File: config.mk
export PLATFORM = sky130hd
export DESIGN_NAME = cla_pipe_addsub
export DESIGN_NICKNAME = d
export VERILOG_FILES = /design/src/rtl/cla_pipe_addsub.sv
export SDC_FILE = /design/constraint.sdc
export NUM_CORES = 1
export LEC_CHECK = 0
export BUFFER_PORTS_ARGS = -buffer_cell sky130_fd_sc_hd__buf_2
export CAP_MARGIN = 15
export CORE_MARGIN = 8
export CORE_UTILIZATION = 50
export CTS_CLUSTER_DIAMETER = 50
export DETAILED_ROUTE_END_ITERATION = 10
export GPL_TIMING_DRIVEN = 0
export PLACE_DENSITY_LB_ADDON = 0.2
export SLEW_MARGIN = 20
export SYNTH_ARGS = -nofsm -noshare
export SYNTH_HDL_FRONTEND = slang
export SYNTH_SLANG_ARGS = --single-unit
File: constraint.sdc
create_clock -name clk -period 5.68 [get_ports clk]
set_input_delay 0.284 -clock clk [delete_from_list [all_inputs] [get_ports clk]]
set_output_delay 0.284 -clock clk [all_outputs]
set_load 0.005 [all_outputs]
File: src/rtl/cla_pipe_addsub.sv
// cla_pipe_addsub
// Pipelined carry-lookahead adder/subtractor for the execute path.
// The operand word is cut into STAGES slices of CHUNK = WIDTH/STAGES bits.
// Stage k adds slice k with a CHUNK-bit lookahead adder and registers its
// carry for stage k+1. Unconsumed operand slices and finished sum slices
// travel with the transaction.
//
// Optional build macro: CLA_PIPE_SAT_EN adds the 'sat' input. When sat is set
// and the result overflows, s is clamped to the signed limit.
//
// Ports:
//   clk, rst_n            rising-edge clock, asynchronous active-low reset
//   in_valid / in_ready   operand handshake
//   a, b, ci, sub         operands; sub=0: a+b+ci, sub=1: a-b-ci
//   sat                   (CLA_PIPE_SAT_EN only) saturate on signed overflow
//   out_valid / out_ready result handshake
//   s, co, ovf, zero      result and flags (meaningful while out_valid=1)
//
// Handshake: a beat moves when valid && ready on that side. The whole pipe
// advances together (adv). in_ready = adv = !out_valid || out_ready. Any
// stall therefore freezes every stage, and in_valid is ignored meanwhile.
module cla_pipe_addsub #(
    parameter int WIDTH  = 32,
    parameter int STAGES = 4
) (
    input  logic             clk,
    input  logic             rst_n,
    input  logic             in_valid,
    output logic             in_ready,
    input  logic [WIDTH-1:0] a,
    input  logic [WIDTH-1:0] b,
    input  logic             ci,
    input  logic             sub,
`ifdef CLA_PIPE_SAT_EN
    input  logic             sat,
`endif
    output logic             out_valid,
    input  logic             out_ready,
    output logic [WIDTH-1:0] s,
    output logic             co,
    output logic             ovf,
    output logic             zero
);

    localparam int CHUNK = WIDTH / STAGES;
    localparam int LAST  = STAGES - 1;

    if ((WIDTH % STAGES) != 0) begin : g_bad_params
        $error("cla_pipe_addsub: WIDTH must be divisible by STAGES");
    end

    // CHUNK-bit lookahead adder. Each carry is formed directly from the
    // generate/propagate terms of the bits below it, so no carry depends on
    // the carry computed for its neighbour.
    function automatic logic [CHUNK:0] cla_slice(input logic [CHUNK-1:0] x,
                                                 input logic [CHUNK-1:0] y,
                                                 input logic             cin);
        logic [CHUNK-1:0] g;
        logic [CHUNK-1:0] p;
        logic [CHUNK:0]   c;
        logic             term;
        g    = x & y;
        p    = x ^ y;
        c    = '0;
        c[0] = cin;
        for (int i = 0; i < CHUNK; i++) begin
            // Carry-in propagated through bits 0..i.
            term = cin;
            for (int j = 0; j <= i; j++) term = term & p[j];
            c[i+1] = term;
            // Generate at bit j, propagated through bits j+1..i.
            for (int j = 0; j <= i; j++) begin
                term = g[j];
                for (int m = j + 1; m <= i; m++) term = term & p[m];
                c[i+1] = c[i+1] | term;
            end
        end
        return {c[CHUNK], p ^ c[CHUNK-1:0]};
    endfunction

    // Stage k registers (output side of stage k).
    logic [STAGES-1:0] v_q;
    logic [WIDTH-1:0]  acc_q [STAGES];  // sum slices 0..k, operand a above
    logic [WIDTH-1:0]  b_q   [STAGES];  // conditioned operand b
    logic              c_q   [STAGES];  // carry out of slice k
`ifdef CLA_PIPE_SAT_EN
    logic              sat_q [STAGES];
`endif
    logic              ovf_q;
    logic              zero_q;

    // Next-state values for each stage.
    logic [STAGES-1:0] nxt_v;
    logic [WIDTH-1:0]  nxt_acc [STAGES];
    logic [WIDTH-1:0]  nxt_b   [STAGES];
    logic              nxt_c   [STAGES];
`ifdef CLA_PIPE_SAT_EN
    logic              nxt_sat [STAGES];
    logic              sat_in;
`endif
    logic              ovf_d;
    logic              zero_d;
    logic [WIDTH-1:0]  acc_in;
    logic [WIDTH-1:0]  b_in;
    logic              c_in;
    logic [CHUNK:0]    slice_res;
    int                prev_k;

    logic adv;

    assign adv       = !v_q[LAST] || out_ready;
    assign in_ready  = adv;
    assign out_valid = v_q[LAST];
    assign s         = acc_q[LAST];
    assign co        = c_q[LAST];
    assign ovf       = ovf_q;
    assign zero      = zero_q;

    always_comb begin
        nxt_v     = '0;
        ovf_d     = 1'b0;
        zero_d    = 1'b0;
        acc_in    = '0;
        b_in      = '0;
        c_in      = 1'b0;
        slice_res = '0;
        prev_k    = 0;
`ifdef CLA_PIPE_SAT_EN
        sat_in    = 1'b0;
`endif
        for (int k = 0; k < STAGES; k++) begin
            prev_k = (k == 0) ? 0 : k - 1;
            if (k == 0) begin
                // Subtraction is a + ~b + ~ci = a - b - ci.
                acc_in   = a;
                b_in     = sub ? ~b : b;
                c_in     = sub ? ~ci : ci;
                nxt_v[k] = in_valid;
`ifdef CLA_PIPE_SAT_EN
                sat_in   = sat;
`endif
            end else begin
                acc_in   = acc_q[prev_k];
                b_in     = b_q[prev_k];
                c_in     = c_q[prev_k];
                nxt_v[k] = v_q[prev_k];
`ifdef CLA_PIPE_SAT_EN
                sat_in   = sat_q[prev_k];
`endif
            end
            slice_res  = cla_slice(acc_in[k*CHUNK +: CHUNK], b_in[k*CHUNK +: CHUNK], c_in);
            nxt_acc[k] = acc_in;
            nxt_acc[k][k*CHUNK +: CHUNK] = slice_res[CHUNK-1:0];
            nxt_b[k]   = b_in;
            nxt_c[k]   = slice_res[CHUNK];
`ifdef CLA_PIPE_SAT_EN
            nxt_sat[k] = sat_in;
`endif
            if (k == LAST) begin
                // acc_in still holds a in its top slice; slice_res MSB is s MSB.
                ovf_d = (acc_in[WIDTH-1] == b_in[WIDTH-1]) &&
                        (slice_res[CHUNK-1] != acc_in[WIDTH-1]);
`ifdef CLA_PIPE_SAT_EN
                if (sat_in && ovf_d) begin
                    nxt_acc[k] = acc_in[WIDTH-1] ? {1'b1, {(WIDTH-1){1'b0}}}
                                                 : {1'b0, {(WIDTH-1){1'b1}}};
                end
`endif
                zero_d = (nxt_acc[k] == '0);
            end
        end
    end

    // Data registers only load when a valid beat enters them, so the outputs
    // and flags hold their last value across bubbles.
    always_ff @(posedge clk or negedge rst_n) begin
        if (!rst_n) begin
            v_q    <= '0;
            ovf_q  <= 1'b0;
            zero_q <= 1'b0;
            for (int k = 0; k < STAGES; k++) begin
                acc_q[k] <= '0;
                b_q[k]   <= '0;
                c_q[k]   <= 1'b0;
`ifdef CLA_PIPE_SAT_EN
                sat_q[k] <= 1'b0;
`endif
            end
        end else if (adv) begin
            v_q <= nxt_v;
            for (int k = 0; k < STAGES; k++) begin
                if (nxt_v[k]) begin
                    acc_q[k] <= nxt_acc[k];
                    b_q[k]   <= nxt_b[k];
                    c_q[k]   <= nxt_c[k];
`ifdef CLA_PIPE_SAT_EN
                    sat_q[k] <= nxt_sat[k];
`endif
                end
            end
            if (nxt_v[LAST]) begin
                ovf_q  <= ovf_d;
                zero_q <= zero_d;
            end
        end
    end

endmodule

==> flow_summary.json <==
{
  "drive_gt1_share_pct": 37.3,
  "yosys_register_bits": 186,
  "clkLatencyLatePin_ps": 430,
  "post-dp-hpwl_um": 13300,
  "grt_use_met3_pct": 4.05,
  "htree_levels": 4,
  "holdPathEnd": "acc_q[114]",
  "path_max_fanout": 3,
  "ir_drop_v": 0.000264,
  "n_antenna_cell": 0,
  "holdWs_ps": 81.1,
  "die_h_um": 147,
  "hold_viol_final": 0,
  "drt_wl_total_um": 17200,
  "required_ps": 6010,
  "slew_headroom_pct": 53.5,
  "yosysTopAreaCell": "dfrtp_1",
  "maxCapViolCount": 0,
  "drc": 0,
  "slew_viol_final": 0,
  "cts_buffers": 17,
  "grt_first_pass_wirelength_um": 28800,
  "startpoint_type": "register",
  "layout_commonest_cell": "dfrtp_1",
  "dieArea_um2": 21500,
  "core_um2": 16600,
  "crit_chain": "fa_1, nor4_1, nand4_1, nor4_1, nand4_1, nand3b_1, o31ai_1",
  "clk_path_buf_depth": 2,
  "worst_pin_slew_ps": 697,
  "overflow": 0,
  "yosysWarnings": 0,
  "rsz0062_at_grt": "no",
  "fillers": 1372,
  "syn_nets": 786,
  "worst_path_largest_cell_delay_ps": 530,
  "cp_slowest_cell": "fa_1",
  "arrival_ps": 2850,
  "avgRoutedWirePerCell_um": 16.6,
  "cts.sink_count": 186,
  "area_growth_pct": 16.9,
  "reg2reg_depth": 7,
  "grtUsageMet1_pct": 21.9,
  "skew_ps": 10.5,
  "root_buffer": "clkbuf_16",
  "whs_path_depth": 2,
  "gp_congestion": 0.781,
  "setup_viol": 0,
  "top_usage_layer": "met2",
  "finalCriticalPeriod_ps": 2520,
  "final_cell_mix": "186 x dfrtp_1, 125 x mux2_2, 109 x buf_2",
  "seqCellArea_um2": 4650,
  "syn_inst": 676,
  "vias_per_cell": 5.04,
  "syn_area_um2": 8520,
  "reg2reg_to": "zero",
  "critPathTopFamily": "simple AND/OR/NAND/NOR gates",
  "clk_pin_slew_ps": 70,
  "grt_pass1_vias": 5753,
  "path_class": "register to register",
  "grt_start_max_net_pins": 96,
  "antenna_found_initial": 0,
  "ff2ff_setup_slack_ps": 3160,
  "use_met2_pct": 26.5,
  "fmax_mhz": 397,
  "syn_area_per_cell_um2": 12.6,
  "ys_types": 36,
  "placementRows": 47,
  "via_count": 5218,
  "initial_core_util_pct": 51.2,
  "portBuffers": 105,
  "dr.pass1.iters": 4,
  "min_path_type": "input port to register",
  "finalCritPeriodShare_pct": 44.3,
  "yosys-top-cells-area": "dfrtp_1 55%, mux2_2 17%, ha_1 5.3%, xnor2_1 4.1%, o21ai_0 3.3%",
  "io_pins": 107,
  "grt.total_usage_pct": 16.7,
  "fin_setup_tns_ps": 0,
  "status": "finished clean",
  "cp.buffers_inverters": 0,
  "multi_input_area_um2": 3490,
  "synth.top_cell.area_share_pct": 54.6,
  "min-delay-start": "a[18]",
  "ys_seq_area_share_pct": 54.6,
  "nNetsFinal": 912,
  "antenna_left": 0,
  "powerDensity_nw_per_um2": 579,
  "final_util_pct": 59.9,
  "first_iter_violations": 212,
  "fp.dieW_um": 147,
  "cts_tree": "done",
  "rr_startpoint": "acc_in[24]",
  "cp-end-kind": "register",
  "p_leak_nw": 4.68
}
[worst reg2reg max path, delay by kind of cell (launching register included)]
family | cells | cell delay [ps]
adders and majority gates | 1 | 530
AOI/OAI and AO/OA | 1 | 200
DFF | 1 | 420
and+or+nand+nor | 5 | 1270
[area by class of cell]
cell class / count / share of cell area (%)
flip-flops and latches: 186 / 46.7
multi-input cells: 423 / 35.0
repair buffers: 107 / 5.75
clock buffers: 22 / 4.56
plain buffers: 61 / 3.57
well taps: 220 / 2.76
clock inverters: 10 / 1.42
inverters: 6 / 0.226
[routing by layer]
metal  vias to the layer above  share of wire (%)  routed length [µm]
met5                         -                  0                   0
met4                         0                1.4                 247
met3                        17                3.8                 645
met2                       102                 46                7990
met1                      2529                 48                8300
li1                       2570                  -                   -
[sequential cells by signal, indices dropped and copies added, names as in the netlist]
| name | count |
|---|---|
| acc_in | 32 |
| acc_q | 64 |
| b_in | 8 |
| b_q | 40 |
| c_in | 1 |
| c_q | 2 |
| co | 1 |
| ovf | 1 |
| s | 32 |
| v_q | 4 |
| zero | 1 |
[through the flow]
stage | total power, mW | cells | setup WS [ps] | cell area, µm²
after floorplan | 3.91 | 676 | 3190 | 8520
after detailed placement | 4.61 | 1002 | 2700 | 9360
final | 5.77 | 1035 | 3160 | 9970
after CTS | 5.83 | 1035 | 3120 | 9970
after global routing | 6.19 | 1035 | 3020 | 9970
after global placement | 4.49 | 1001 | 1530 | 9320
[cell usage after synthesis (all sizes together)]
cell    number
or4          1
nand3        5
a21o         6
nand4        2
a211oi       8
and3         4
mux2       125
o21ai       56
nand3b       1
inv          6
nor4         6
nand2       71
ha          36
nor2b        1
clkbuf      23
dfrtp      186
o21a         5
a21oi       12
o31ai        5
o22a         1
a311o        1
nor2         4
fa           4
and2         1
nand2b       2
or3          2
buf         38
a311oi       1
or2          3
xnor2       40
xor2        17
o211ai       3
[power by group]
| part | switching (mW) | internal (mW) |
|---|---|---|
| clock network | 0.490 | 0.705 |
| registers | 0.389 | 1.92 |
| logic | 1.04 | 1.23 |
[how the worst max path moves through the flow]
stage / start / endpoint / slack (ps) / depth (start not counted)
global route: sub / acc_q[102] / 3020 / 11
detailed placement: sub / acc_q[102] / 2700 / 11
CTS: acc_in[24] / zero / 3120 / 7
finish: acc_in[24] / zero / 3160 / 7
floorplan: sub / acc_q[102] / 3190 / 11
global placement: rst_n / s[4] / 1530 / 1
[cell families (layout without fill, tap and decap cells)]
family	Yosys count	after routing	synth area share, %
adder cells (fa/ha/maj)	40	40	6.22
AO/OA/AOI/OAI	98	98	7.03
multiplexers	125	125	16.5
AND/OR/NAND/NOR	103	103	5.33
flip-flops	186	186	54.6
buffers and inverters	67	206	4.43
XOR/XNOR	57	57	5.86
[repair_timing]
action | 4_1_cts | 5_1_grt
hold buffers | 1 | 0
buffers inserted | 0 | 0
gates resized for setup | 0 | 0
hold endpoints to repair | 91 | 0
Note: power is estimated with default switching activity, not from simulation.
